## src/rtl/div_unit.sv

```systemverilog
// Iterative radix-2 restoring divider with signed/unsigned modes, flush abort and sign fix-up.
// Latency: start edge is edge 0; o_done is high for the cycle after edge WIDTH; results registered.
// Backpressure: none; o_busy stalls the pipeline during RUN and DONE; i_start is ignored while running.
module div_unit #(
  parameter int WIDTH = 32
) (
  input  logic             clk,
  input  logic             resetn,
  input  logic             i_start,
  input  logic             i_signed,
  input  logic [WIDTH-1:0] i_dividend,
  input  logic [WIDTH-1:0] i_divisor,
  input  logic             i_flush,
  output logic             o_busy,
  output logic             o_done,
  output logic [WIDTH-1:0] o_quotient,
  output logic [WIDTH-1:0] o_remainder
);

  localparam int CW = $clog2(WIDTH);

  typedef enum logic [1:0] {
    S_IDLE = 2'd0,
    S_RUN  = 2'd1,
    S_DONE = 2'd2
  } state_t;

  state_t           r_state;
  state_t           w_state_nxt;
  logic [CW-1:0]    r_cnt;
  // r_quo starts as the dividend magnitude and is shifted out MSB-first
  // while quotient bits are shifted in at the LSB end.
  logic [WIDTH-1:0] r_quo;
  // Settled remainder is always below the divisor, so WIDTH bits hold it;
  // the WIDTH+1-bit partial remainder exists only as the shifted trial value.
  logic [WIDTH-1:0] r_rem;
  logic [WIDTH-1:0] r_dsr;
  logic             r_neg_q;
  logic             r_neg_r;
  logic             r_dz;
  logic [WIDTH-1:0] r_quotient;
  logic [WIDTH-1:0] r_remainder;

  logic             w_accept;
  logic             w_last;
  logic             w_a_neg;
  logic             w_b_neg;
  logic [WIDTH-1:0] w_a_mag;
  logic [WIDTH-1:0] w_b_mag;
  logic [WIDTH:0]   w_shift;
  logic [WIDTH:0]   w_diff;
  logic             w_ge;
  logic [WIDTH-1:0] w_rem_nxt;
  logic [WIDTH-1:0] w_quo_nxt;
  logic [WIDTH-1:0] w_q_fix;
  logic [WIDTH-1:0] w_r_fix;

  assign w_accept = (r_state != S_RUN) && i_start && !i_flush;
  assign w_last   = (r_state == S_RUN) && (r_cnt == CW'(WIDTH - 1));

  // Operand magnitudes; negating the most-negative value yields 2^(WIDTH-1) as unsigned, which is correct.
  assign w_a_neg  = i_signed & i_dividend[WIDTH-1];
  assign w_b_neg  = i_signed & i_divisor[WIDTH-1];
  assign w_a_mag  = w_a_neg ? (~i_dividend + 1'b1) : i_dividend;
  assign w_b_mag  = w_b_neg ? (~i_divisor + 1'b1) : i_divisor;

  // One restoring step: shift in the next dividend bit, subtract if it fits (no borrow).
  assign w_shift   = {r_rem, r_quo[WIDTH-1]};
  assign w_diff    = w_shift - {1'b0, r_dsr};
  assign w_ge      = ~w_diff[WIDTH];
  assign w_rem_nxt = w_ge ? w_diff[WIDTH-1:0] : w_shift[WIDTH-1:0];
  assign w_quo_nxt = {r_quo[WIDTH-2:0], w_ge};

  // Sign fix-up; divide-by-zero forces all-ones quotient, and the remainder
  // naturally comes back as the original dividend once its sign is restored.
  assign w_q_fix = r_dz ? {WIDTH{1'b1}} : (r_neg_q ? (~w_quo_nxt + 1'b1) : w_quo_nxt);
  assign w_r_fix = r_neg_r ? (~w_rem_nxt + 1'b1) : w_rem_nxt;

  // State register.
  always_ff @(posedge clk or negedge resetn) begin
    if (!resetn) begin
      r_state <= S_IDLE;
    end else begin
      r_state <= w_state_nxt;
    end
  end

  // Next-state logic; flush overrides everything, including a start.
  always_comb begin
    w_state_nxt = r_state;
    if (i_flush) begin
      w_state_nxt = S_IDLE;
    end else begin
      case (r_state)
        S_IDLE:  if (i_start) w_state_nxt = S_RUN;
        S_RUN:   if (w_last)  w_state_nxt = S_DONE;
        S_DONE:  w_state_nxt = i_start ? S_RUN : S_IDLE;
        default: w_state_nxt = S_IDLE;
      endcase
    end
  end

  // Operand capture, iteration datapath and result registers.
  always_ff @(posedge clk or negedge resetn) begin
    if (!resetn) begin
      r_cnt       <= '0;
      r_quo       <= '0;
      r_rem       <= '0;
      r_dsr       <= '0;
      r_neg_q     <= 1'b0;
      r_neg_r     <= 1'b0;
      r_dz        <= 1'b0;
      r_quotient  <= '0;
      r_remainder <= '0;
    end else if (w_accept) begin
      r_cnt   <= '0;
      r_quo   <= w_a_mag;
      r_rem   <= '0;
      r_dsr   <= w_b_mag;
      r_neg_q <= w_a_neg ^ w_b_neg;
      r_neg_r <= w_a_neg;
      r_dz    <= (i_divisor == '0);
    end else if ((r_state == S_RUN) && !i_flush) begin
      r_cnt <= r_cnt + CW'(1);
      r_quo <= w_quo_nxt;
      r_rem <= w_rem_nxt;
      if (w_last) begin
        r_quotient  <= w_q_fix;
        r_remainder <= w_r_fix;
      end
    end
  end

  assign o_busy      = (r_state != S_IDLE);
  assign o_done      = (r_state == S_DONE);
  assign o_quotient  = r_quotient;
  assign o_remainder = r_remainder;

endmodule

```

## config.mk

```make
export PLATFORM = sky130hd
export DESIGN_NAME = div_unit
export DESIGN_NICKNAME = d
export VERILOG_FILES = /design/src/rtl/div_unit.sv
export SDC_FILE = /design/constraint.sdc
export NUM_CORES = 1
export LEC_CHECK = 0
export BUFFER_PORTS_ARGS = -buffer_cell sky130_fd_sc_hd__buf_2
export CAP_MARGIN = 10
export CORE_AREA = 8 8 198 153
export DETAILED_ROUTE_END_ITERATION = 16
export DIE_AREA = 0 0 206 161
export GPL_TIMING_DRIVEN = 1
export PLACE_DENSITY = 0.71
export SETUP_SLACK_MARGIN = 0.3
export SYNTH_ARGS = -nofsm -noshare
export SYNTH_HDL_FRONTEND = slang
export SYNTH_SLANG_ARGS = --single-unit
```

## constraint.sdc

```tcl
create_clock -name clk -period 10.7 [get_ports clk]
set_clock_uncertainty 0.05 [all_clocks]
set_input_delay 1.605 -clock clk [delete_from_list [all_inputs] [get_ports clk]]
set_output_delay 1.605 -clock clk [all_outputs]
set_load 0.02 [all_outputs]
```

==> results.md, run 1 <==
- Status: finished, final reports clean
- Leading area contributor after synthesis: dfrtp_1
- Number of core rows: 53
- DP Area: roughly 0.013 mm^2
- CP Launch Type: flip-flop
- Syn Nets: 1603
- Post-route ant nets: 0
- First-pass GRT wire length: about 60 mm
- Maximum vdd drop: 89.4 uV
- Detailed Place HPWL: 29.4 mm
- Period utilisation layout: 57.5%
- Total CTS buffers: 17
- DR iter-0 viols: 1281
- Via count: between 10000 and 15000
- Slowest-stage cell, CP: a21o_1
- CTS Buffer Depth: 2
- Power Total: 2010 uW
- DRT Pass-1 Iters: 6
- Synth top area cells: dfrtp_1 (35%), o21ai_0 (7.7%), nand2_1 (5.7%)
- Max-cap violations: 0
- Async S/R FF share, synth: 100%
- Internal: roughly 1200 uW
- CTS tree: built
- Tmin final: 6.15 ns
- Antenna violations before repair: 5
- Worst slew pin tran: 1.20 ns
- Worst hold endpoint: o_quotient[2]
- Post-Syn Area: ~0.012 mm^2
- Syn Area/Cell: 8.17 um^2
- Sw frac: 38.9%
- Worst setup margin: about 4.5 ns
- Clk Latency, worst-skew pair: 0.45 ns
- CTS root buffer: clkbuf_16
- Static Leak: between 0.006 and 0.007 uW
- CP cell instances: inv_1 -> ha_1 -> fa_1 -> nor2b_1 -> o2111a_1 -> o21ai_1 -> a211oi_2 -> a21o_1 -> nor2_4 -> buf_4 -> inv_2 -> ha_1 -> nand2b_1 -> or3_1 -> nand2b_1 -> or3_1 -> or2_2 -> o31ai_1 -> xor2_1 -> a21oi_1
- Synth warn: 0
- WS Path Type: flip-flop to flip-flop
- Top post-synthesis cells by count: o21ai_0 (188), nand2_1 (186), dfrtp_1 (170)
- Hold path cells: 2
- Core area: 0.0273 mm^2
- Gp weighted congestion: 0.924
- Share of the synthesized area in the top cell type: 34.8%
- Hold Crit Class: flip-flop to flip-flop
- Place WS: about 4.7 ns
- Worst R2R Setup Slack: 4.55 ns
- Sink Count: 170
- Final Cell Area: 0.0137 mm^2
- Largest net degree at the start of global routing: 102
- Port bufs: 134
- # IOs: 135
- Clk network pwr share: 31.9%
- Comb power frac: approximately 30%
- Crit end category: flip-flop
- Grt peak-use layer: met1
- Power per cell area: 147 mW/mm^2
- Ys flop type: dfrtp_1
- Critical path startpoint: r_quo[31]
- Slew headroom: roughly a fifth
- DRC: 0
- Die ar.: 0.0332 mm^2
- Clk slew on worst S/H paths: 0.09 ns
- Share of cells above drive strength 1: 13.6%
- Reg2reg end: o_quotient[28]
- Overall routed net length: 38.5 mm
- Initial Utilization: 44.7%
- Reg power frac: 38.1%
- Distinct cells, synth: 84
- Reg-to-reg startpoint: r_quo[31]
- Met1 usage: 36.8%
- #FFs+latches synth: 170
- GRT met3 Usage: 6.29%
- Final cell count without fillers: 1947
- Routed vias/inst: a little under 6
- Vias in the first global route: 10553
- RSZ-0062 raised after global routing: false
- WP data required: approximately 11 ns
- Post-Place Cells: 1913
- # nets final: around 1700
- Post-Syn Instances: 1495
- Die height: 161 um
- Switching power: roughly 780 uW
- Grt ovf: 0
- Setup TNS: 0 ns
- Min-delay src: o_quotient[2]
- Worst-path maximum fanout: 33
- EDFF count, synth: 0
- Area grow syn2layout: 12.1%
- Postcts setup bufs: 0
- Cell with the most instances after synthesis: o21ai_0
- WL/cell: 19.8 um
- Largest stage delay on the critical path: between 0.6 and 0.7 ns
- Slew Viols, Final: 0
- Fillers: 2674
- # setup viols final: 0
- Post-cts resize count: 0
- Fmax: 0.162 GHz
- H-tree Lvls: 4
- Sequential area share after synthesis: a little over a third
- Hold Buf Count CTS: 0
- Final hold violations: 0
- GR Util met2: between 20% and 30%
- GR Util All Layers: 23.0%
- Die Wd: 206 um
- R2r worst-path depth: 20
- WP data arrival: 6.42 ns
[metal layers]
| metal | vias to the layer above | part of all wire [%] |
|---|---|---|
| met5 | - | 0.10 |
| met3 | 38 | 11 |
| li1 | 5598 | - |
| met1 | 5459 | 49 |
| met2 | 514 | 39 |
| met4 | 6 | 1.2 |
[worst max path at each step]
stage / slack [ns] / end
finish: 4.55 / o_quotient[28]
global route: 4.17 / o_quotient[28]
CTS: 4.63 / o_quotient[28]
global placement: 4.79 / o_quotient[28]
detailed placement: 4.67 / o_quotient[28]
floorplan: 5.81 / o_remainder[28]
[power by group through the flow]
stage          sequential, uW  combinational [uW]  clock, uW
2_1_floorplan             746                 434          0
3_3_place_gp              773                 585          0
3_5_place_dp              776                 589          0
4_1_cts                   764                 592        652
5_1_grt                   775                 669        674
6_report                  766                 602        642
[registers in the layout, indices dropped and copies added, names as in the netlist]
signal       flops
r_dz             1
o_quotient      32
r_rem           32
r_quo           32
o_remainder     32
r_dsr           32
r_state          2
r_neg_r          1
r_neg_q          1
r_cnt            5
[layout make-up]
type | instances | area (um^2) | share of cell area (%)
Antenna cell | 2 | 5.00 | 0.0366
Clock buffer | 17 | 425 | 3.11
Clock inverter | 15 | 170 | 1.24
Inverter | 51 | 191 | 1.40
Multi-Input combinational cell | 1189 | 7430 | 54.3
Sequential cell | 170 | 4250 | 31.1
Tap cell | 357 | 447 | 3.26
Timing Repair Buffer | 146 | 767 | 5.60
[cells in the final DEF (no fill, tap or decap), types with 7 or more instances in the layout]
master | Yosys | layout
or2_2 | 9 | 9
xor2_1 | 49 | 49
a22o_1 | 8 | 8
a21oi_1 | 105 | 105
nor2b_1 | 8 | 8
a31oi_1 | 10 | 10
o31ai_1 | 19 | 19
o21ai_1 | 9 | 9
buf_2 | 17 | 133
xnor2_1 | 74 | 74
nor3_1 | 44 | 44
mux2i_1 | 27 | 27
or4_1 | 8 | 8
nand4_1 | 17 | 17
o41ai_1 | 19 | 19
inv_1 | 50 | 50
and2_1 | 15 | 15
a211oi_1 | 10 | 10
nand3_1 | 19 | 19
a22oi_1 | 34 | 34
ha_1 | 38 | 38
buf_4 | 0 | 12
or3_1 | 24 | 24
dfrtp_1 | 170 | 170
nor2_1 | 112 | 110
nor4_1 | 16 | 16
nand2b_1 | 13 | 13
clkbuf_16 | 0 | 17
nand2_1 | 186 | 184
and3_1 | 7 | 7
a21o_1 | 12 | 12
o21ai_0 | 188 | 188
[logic make-up after synthesis]
group / share of synthesized area (%)
buffers and inverters: 4.54
and+or+nand+nor: 19.8
muxes: 2.77
adders and majority gates: 4.06
xor gates and xnor gates: 8.82
DFF: 34.8
AOI/OAI and AO/OA: 25.2
[critical path: cells and delay by family (launching register included)]
kind            cells  cell delay (ns)
simple gates        7             1.80
flops               1             0.41
compound gates      6             1.74
xor+xnor            1             0.17
buf+inv             3             0.90
fa+ha+maj           3             0.90
[per-stage QoR]
step,utilization (%),hold WS (ns)
final,50.1,0.410
after global routing,50.1,0.444
after CTS,50.1,0.419
after detailed placement,47.9,0.403
after global placement,47.9,0.399
after floorplan,-,0.400
Note: power is estimated with default switching activity, not from simulation.
==> run 2, diff against run 1 <==
ABC_AREA = 1   (was default)
CORE_AREA = 8 8 201 155   (was 8 8 198 153)
DIE_AREA = 0 0 209 163   (was 0 0 206 161)
clock period = 6.35 ns   (was 10.7 ns; I/O delays follow)
==> run 2 against run 1 <==
Effect of this change:
- sequential share of layout area down 1.0 points
- die area grew 2.7%
- cell count rose by 20%
- largest power group is now combinational cells
==> results.md, run 2 <==
- Final Cell Area: 0.0141 mm^2 (+3.3%)
- Grt ovf: 0 (unchanged)
- Period utilisation layout: 77.3% (+20 points)
- Via count: 12533 (+7.9%)
- Status: finished, final reports clean
- Share of cells above drive strength 1: 12.4% (-1.2 points)
- Fmax: 0.204 GHz (+25%)
- Commonest non-fill, non-tap cell in the layout: nand2_1
- Antenna Cells: 0 (-2)
- Vias in the first global route: 11620 (+10%)
- Post-synthesis simple-gate area fraction: 32.3% (+13 points)
- CP Launch Type: flip-flop
- DRT Pass-1 Iters: 7 (+1)
- Gp weighted congestion: 0.966 (+4.6%)
- Fillers: 2807 (+5.0%)
- # nets final: 2073 (+23%)
- Post-Synth Adder-Cell Area: 3.94% (-0.12 points)
- #FFs+latches synth: 170 (unchanged)
- Complex-gate fraction of the synthesized area: 13.6% (-12 points)
- Core area: 0.0277 mm^2 (+1.5%)
- RSZ-0062 raised after global routing: false
- Leading area contributor after synthesis: dfrtp_1
- Die height: 163 um (+1.2%)
- Slowest-stage cell, CP: nor4_1
- GR Util All Layers: 22.8% (-0.18 points)
- Register Area: 0.00425 mm^2 (unchanged)
- Area grow syn2layout: 12.3%
- Post-route ant nets: 0 (unchanged)
- Slew Viols, Final: 0 (unchanged)
- First-pass GRT wire length: 62.7 mm (+2.6%)
- Total CTS buffers: 17 (unchanged)
- Clk slew on worst S/H paths: 0.07 ns (-0.02 ns)
- Tmin final: 4.91 ns (-1.25 ns)
- Static Leak: 0.00767 uW (+26%)
- H-tree Lvls: 4 (unchanged)
- XOR/XNOR share of the synthesized area: 6.05% (-2.8 points)
- Distinct cells, synth: 53 (-37%)
- Clk Latency, worst-skew pair: 0.44 ns (about the same)
- Ys flop type: dfrtp_1
- DR iter-0 viols: 1236 (-3.5%)
- Synth top area cells: dfrtp_1 (34%), nand2_1 (16%), inv_1 (7.9%)
- CTS tree: built
- Post-Place Cells: 2303 (+20%)
- Syn Nets: 1963 (+22%)
- Die Wd: 209 um (+1.5%)
- Die ar.: 0.0341 mm^2 (+2.7%)
- WP data required: 6.64 ns (-4.32 ns)
- Hold Buf Count CTS: 0 (unchanged)
- Hold Crit Class: flip-flop to flip-flop
- CTS root buffer: clkbuf_16
- Detailed Place HPWL: 30.3 mm (+3.3%)
- Slew headroom: 34.8% (+16 points)
- Number of core rows: 53 (unchanged)
- Critical Path Most Common Cell: nand2_1
- Max-cap violations: 0 (unchanged)
- Setup TNS: 0 ns (unchanged)
- Overall routed net length: 39.1 mm (+1.5%)
- Crit end category: flip-flop
- Power per cell area: 474 mW/mm^2 (+220%)
- # setup viols final: 0 (unchanged)
- Most frequent cells in the layout: nand2_1 (538), inv_1 (265), dfrtp_1 (170), nor2_1 (157), buf_2 (133)
- Final hold violations: 0 (unchanged)
- DP Area: 0.0135 mm^2 (+3.5%)
- WS Path Type: flip-flop to flip-flop
- Hold path cells: 2 (unchanged)
- Worst slew pin tran: 0.978 ns (-0.223 ns)
- Worst-path maximum fanout: 41 (+24%)
- Antenna violations before repair: 0 (-5)
- Syn Area/Cell: 6.79 um^2 (-17%)
- Sequential area share after synthesis: 33.8% (-1.0 points)
- EDFF count, synth: 0 (unchanged)
- Post-Syn Area: 0.0126 mm^2 (+3.1%)
- Postcts setup bufs: 0 (unchanged)
- WL/cell: 16.7 um (-15%)
- Synth warn: 0 (unchanged)
- Async S/R FF share, synth: 100% (unchanged)
- Post-Syn Instances: 1855 (+24%)
- # IOs: 135 (unchanged)
- Initial Utilization: 45.4% (+0.71 points)
- Largest family of logic cells by synthesized area: simple AND/OR/NAND/NOR gates
- Cell with the most instances after synthesis: nand2_1
- CTS Buffer Depth: 2 (unchanged)
- Mux share of post-synthesis cell area: 0% (-2.8 points)
- WP data arrival: 5.19 ns (-1.23 ns)
- Sink Count: 170 (unchanged)
- Routed vias/inst: 5.37 (-10%)
- R2r worst-path depth: 25 (+25%)
- Maximum vdd drop: 321 uV (+260%)
- Core Util, Final: 51.0% (+0.92 points)
- Largest net degree at the start of global routing: 75 (-26%)
- Share of the synthesized area in the top cell type: 33.8% (-1.0 points)
- Largest stage delay on the critical path: 0.59 ns (-0.07 ns)
- Port bufs: 134 (unchanged)
- Multi-input logic area: 0.00705 mm^2 (-5.2%)
- Post-cts resize count: 0 (unchanged)
- Top post-synthesis cells by count: nand2_1 (539), inv_1 (265), dfrtp_1 (170)
- Final cell count without fillers: 2335 (+20%)
- DRC: 0 (unchanged)
-- run 2: cell count changes in the layout (fill, tap and decap cells not counted), moves of 32 or more --
cell	before	now
a21oi_1	105	49
inv_1	50	265
nand3_1	19	132
nor2_1	110	157
o21ai_0	188	97
nand2_1	184	538
o22ai_1	5	49
xnor2_1	74	33
a22oi_1	34	2
-- run 2: per-stage QoR --
stage	total power, uW	hold WS, ns	worst slack, ns
2_1_floorplan	4600	0.402	2.32
3_3_place_gp	5480	0.409	1.68
3_5_place_dp	5530	0.412	1.59
4_1_cts	6640	0.429	1.52
5_1_grt	7300	0.440	0.965
6_report	6700	0.423	1.44
-- run 2: logic make-up after synthesis --
group | Yosys count
AND/OR/NAND/NOR | 951
XOR/XNOR | 87
flip-flops | 170
AO/OA/AOI/OAI | 278
adder cells (fa/ha/maj) | 39
buffers and inverters | 330
-- run 2: path summary, 6_finish.rpt --
| path | startpoint | to | slack [ns] |
|---|---|---|---|
| setup / recovery | r_dsr[0] | o_quotient[30] | 1.44 |
| hold / removal | o_remainder[18] | o_remainder[18] | 0.42 |
| setup reg to reg | r_dsr[0] | o_quotient[30] | 1.44 |
| hold reg to reg | o_remainder[18] | o_remainder[18] | 0.42 |
| max in group asynchronous | resetn | r_quo[12] | 4.39 |
| min in group asynchronous | resetn | r_dsr[11] | 0.44 |
-- run 2: area by class of cell --
cell class	count	area share, %
Timing Repair Buffer	145	5.37
Multi-Input combinational cell	1355	49.8
Sequential cell	170	30.1
Inverter	276	7.32
Tap cell	357	3.16
Clock buffer	21	3.33
Clock inverter	11	0.929
-- run 2: worst max-delay path, delay by kind of cell (launching register included) --
kind | cells | cell delay [ns]
simple gates | 14 | 2.22
fa+ha+maj | 3 | 0.91
compound gates | 5 | 0.85
flops | 1 | 0.40
xor+xnor | 1 | 0.17
buf+inv | 2 | 0.17
-- run 2: power by group --
group	leakage [uW]	switching, uW	internal (uW)	total [uW]
logic	0.00512	2930	1290	4220
clock network	0.000292	466	617	1080
registers	0.00226	161	1240	1410
total	0.00767	3550	3150	6700
-- run 2: routing by layer --
layer / up-vias / track usage (%) / wire, um
met5: - / 0 / 0
met4: 0 / 4.25 / 427
met3: 34 / 4.96 / 3130
met2: 438 / 32.1 / 15700
met1: 5839 / 35.2 / 19800
li1: 6222 / - / -
==> run 3, diff against run 2 <==
clock period = 5.1 ns   (was 6.35 ns; I/O delays follow)
==> run 3 against run 2 <==
Effect of this change:
- total power up 24%
- register-to-register slack worse by 0.65 ns
- setup slack worse by 0.65 ns
- clock-buffer cell count up 1
- sequential power up 23%
- fmax up 14%
- sequential share of layout area up 0.059 points
- global-route usage up 0.49 points
- largest cell class unchanged
- utilization down 0.099 points
- highest routed layer unchanged
- non-clock buffer count unchanged
- via count down 0.69%
- combinational power up 26%
==> results.md, run 3 (synthesized netlist as in run 2, its figures left out) <==
- Port bufs: 134 (unchanged)
- Routed vias/inst: 5.33 (-0.65%)
- H-tree Lvls: 4 (unchanged)
- Overall routed net length: 39.5 mm (+0.98%)
- Sink Count: 170 (unchanged)
- Tmin final: 4.30 ns (-0.602 ns)
- Die Wd: 209 um (unchanged)
- Comb power frac: 63.8% (+0.9 points)
- Detailed Place HPWL: 30.8 mm (+1.7%)
- Hold Crit Class: input pin to async pin
- Worst slew pin tran: 0.828 ns (-0.150 ns)
- Fillers: 2851 (+1.6%)
- Clk Latency, worst-skew pair: 0.44 ns (about the same)
- Slew Viols, Final: 0 (unchanged)
- CTS Buffer Depth: 2 (unchanged)
- Status: finished, final reports clean
- Area grow syn2layout: 12.1%
- Post-route ant nets: 0 (unchanged)
- Via count: 12446 (-0.69%)
- Period utilisation layout: 84.4% (+7.1 points)
- Final hold violations: 0 (unchanged)
- Antenna Cells: 0 (unchanged)
- # nets final: 2073 (unchanged)
- Switching power: 4450 uW (+25%)
- Internal: 3870 uW (+23%)
- Number of core rows: 53 (unchanged)
- DR iter-0 viols: 1057 (-14%)
- Power Total: 8310 uW (+24%)
- Slew headroom: 44.8% (+10 points)
- Clk slew on worst S/H paths: 0.07 ns (about the same)
- Initial Utilization: 45.4% (unchanged)
- Buf/Inv on CP: 3 (+1)
- Max-cap violations: 0 (unchanged)
- Die height: 163 um (unchanged)
- DRT Pass-1 Iters: 5 (-2)
- GR Util All Layers: 23.3% (+0.49 points)
- Top delay family on crit path: simple AND/OR/NAND/NOR gates
- Commonest non-fill, non-tap cell in the layout: nand2_1
- Largest stage delay on the critical path: 0.56 ns (-0.03 ns)
- DRC: 0 (unchanged)
- Most frequent cells in the layout: nand2_1 (538), inv_1 (265), dfrtp_1 (170), nor2_1 (157), buf_2 (133)
- CTS tree: built
- # IOs: 135 (unchanged)
- Die ar.: 0.0341 mm^2 (unchanged)
- Clk network pwr share: 15.2% (-0.9 points)
- Share of cells above drive strength 1: 12.3% (-0.095 points)
- CP Launch Type: flip-flop
- Core area: 0.0277 mm^2 (unchanged)
- Setup TNS: 0 ns (unchanged)
- Vias in the first global route: 11843 (+1.9%)
- Total CTS buffers: 17 (unchanged)
- RSZ-0062 raised after global routing: false
- Sw frac: 53.5% (+0.47 points)
- Grt ovf: 0 (unchanged)
- Maximum vdd drop: 319 uV (-0.63%)
- Slowest-stage cell, CP: o41ai_1
- Static Leak: 0.00765 uW (-0.30%)
- First-pass GRT wire length: 63.8 mm (+1.8%)
- Final Cell Area: 0.0141 mm^2 (-0.19%)
- CP cell instances: inv_1 -> ha_1 -> fa_1 -> inv_1 -> nand2_1 -> nand2_1 -> nand3_1 -> nand2_1 -> nand2_1 -> nand2_2 -> nand2_4 -> nand2_2 -> nand2_4 -> nand2_4 -> ha_1 -> nand2_1 -> nor3_1 -> nand4_1 -> o41ai_1 -> o21ai_0 -> xor2_1 -> o22ai_1 -> inv_1
- Critical Path Most Common Cell: nand2_1
- Largest net degree at the start of global routing: 90 (+20%)
- Crit end category: flip-flop
- WP data arrival: 4.58 ns (-0.61 ns)
- # setup viols final: 0 (unchanged)
- Fmax: 0.232 GHz (+14%)
- Gp weighted congestion: 0.941 (-2.6%)
- CTS root buffer: clkbuf_16
- Reg power frac: 21.0% (about the same)
- WS Path Type: flip-flop to flip-flop
- Power per cell area: 589 mW/mm^2 (+24%)
- Worst-path maximum fanout: 7 (-83%)
- Antenna violations before repair: 0 (unchanged)
- WP data required: 5.38 ns (-1.26 ns)
- DP Area: 0.0136 mm^2 (about the same)
- WL/cell: 16.9 um (+1.0%)
## run 3: layout make-up
type	instances	area [um^2]	share of cell area (%)
Tap cell	357	447	3.16
Clock buffer	22	464	3.29
Timing Repair Buffer	145	772	5.47
Inverter	276	1040	7.34
Sequential cell	170	4250	30.1
Clock inverter	9	91.3	0.647
Multi-Input combinational cell	1355	7050	50.0
## run 3: final timing paths
kind | from | to | slack (ns) | cells after the start
min reg2reg | o_remainder[18] | o_remainder[18] | 0.42 | 2
min | resetn | r_dsr[8] | 0.30 | 1
max in group asynchronous | resetn | o_quotient[2] | 3.73 | 2
max reg2reg | r_quo[31] | o_quotient[28] | 0.80 | 23
min in group clk | o_remainder[18] | o_remainder[18] | 0.42 | 2
max | r_quo[31] | o_quotient[28] | 0.80 | 23
## run 3: timing repair
item                                    CTS  global route
buffers inserted                          0             0
endpoints found under the setup margin    0             1
hold endpoints to repair                  0             0
gates resized for setup                   0             1
hold buffers                              0             0
## run 3: routing by layer
layer	wire [um]	vias up	track usage, %
li1	-	6218	-
met1	19600	5791	34.7
met2	16100	399	33.8
met3	3290	38	5.50
met4	470	0	4.67
met5	0	-	0
## run 3: through the flow
stage | hold slack (ns) | setup WS [ns] | util, % | instances
finish | 0.298 | 0.796 | 50.9 | 2334
detailed placement | 0.412 | 0.741 | 48.9 | 2303
floorplan | 0.402 | 1.07 | - | 1855
global route | 0.360 | 0.482 | 50.9 | 2334
CTS | 0.355 | 0.726 | 50.9 | 2334
global placement | 0.409 | 0.799 | 48.9 | 2303
## run 3: power groups by stage
stage	logic (uW)	clock network [uW]	registers [uW]
2_1_floorplan	4040	0	1680
3_3_place_gp	5130	0	1750
3_5_place_dp	5200	0	1760
4_1_cts	5220	1280	1730
5_1_grt	5960	1340	1770
6_report	5310	1270	1740
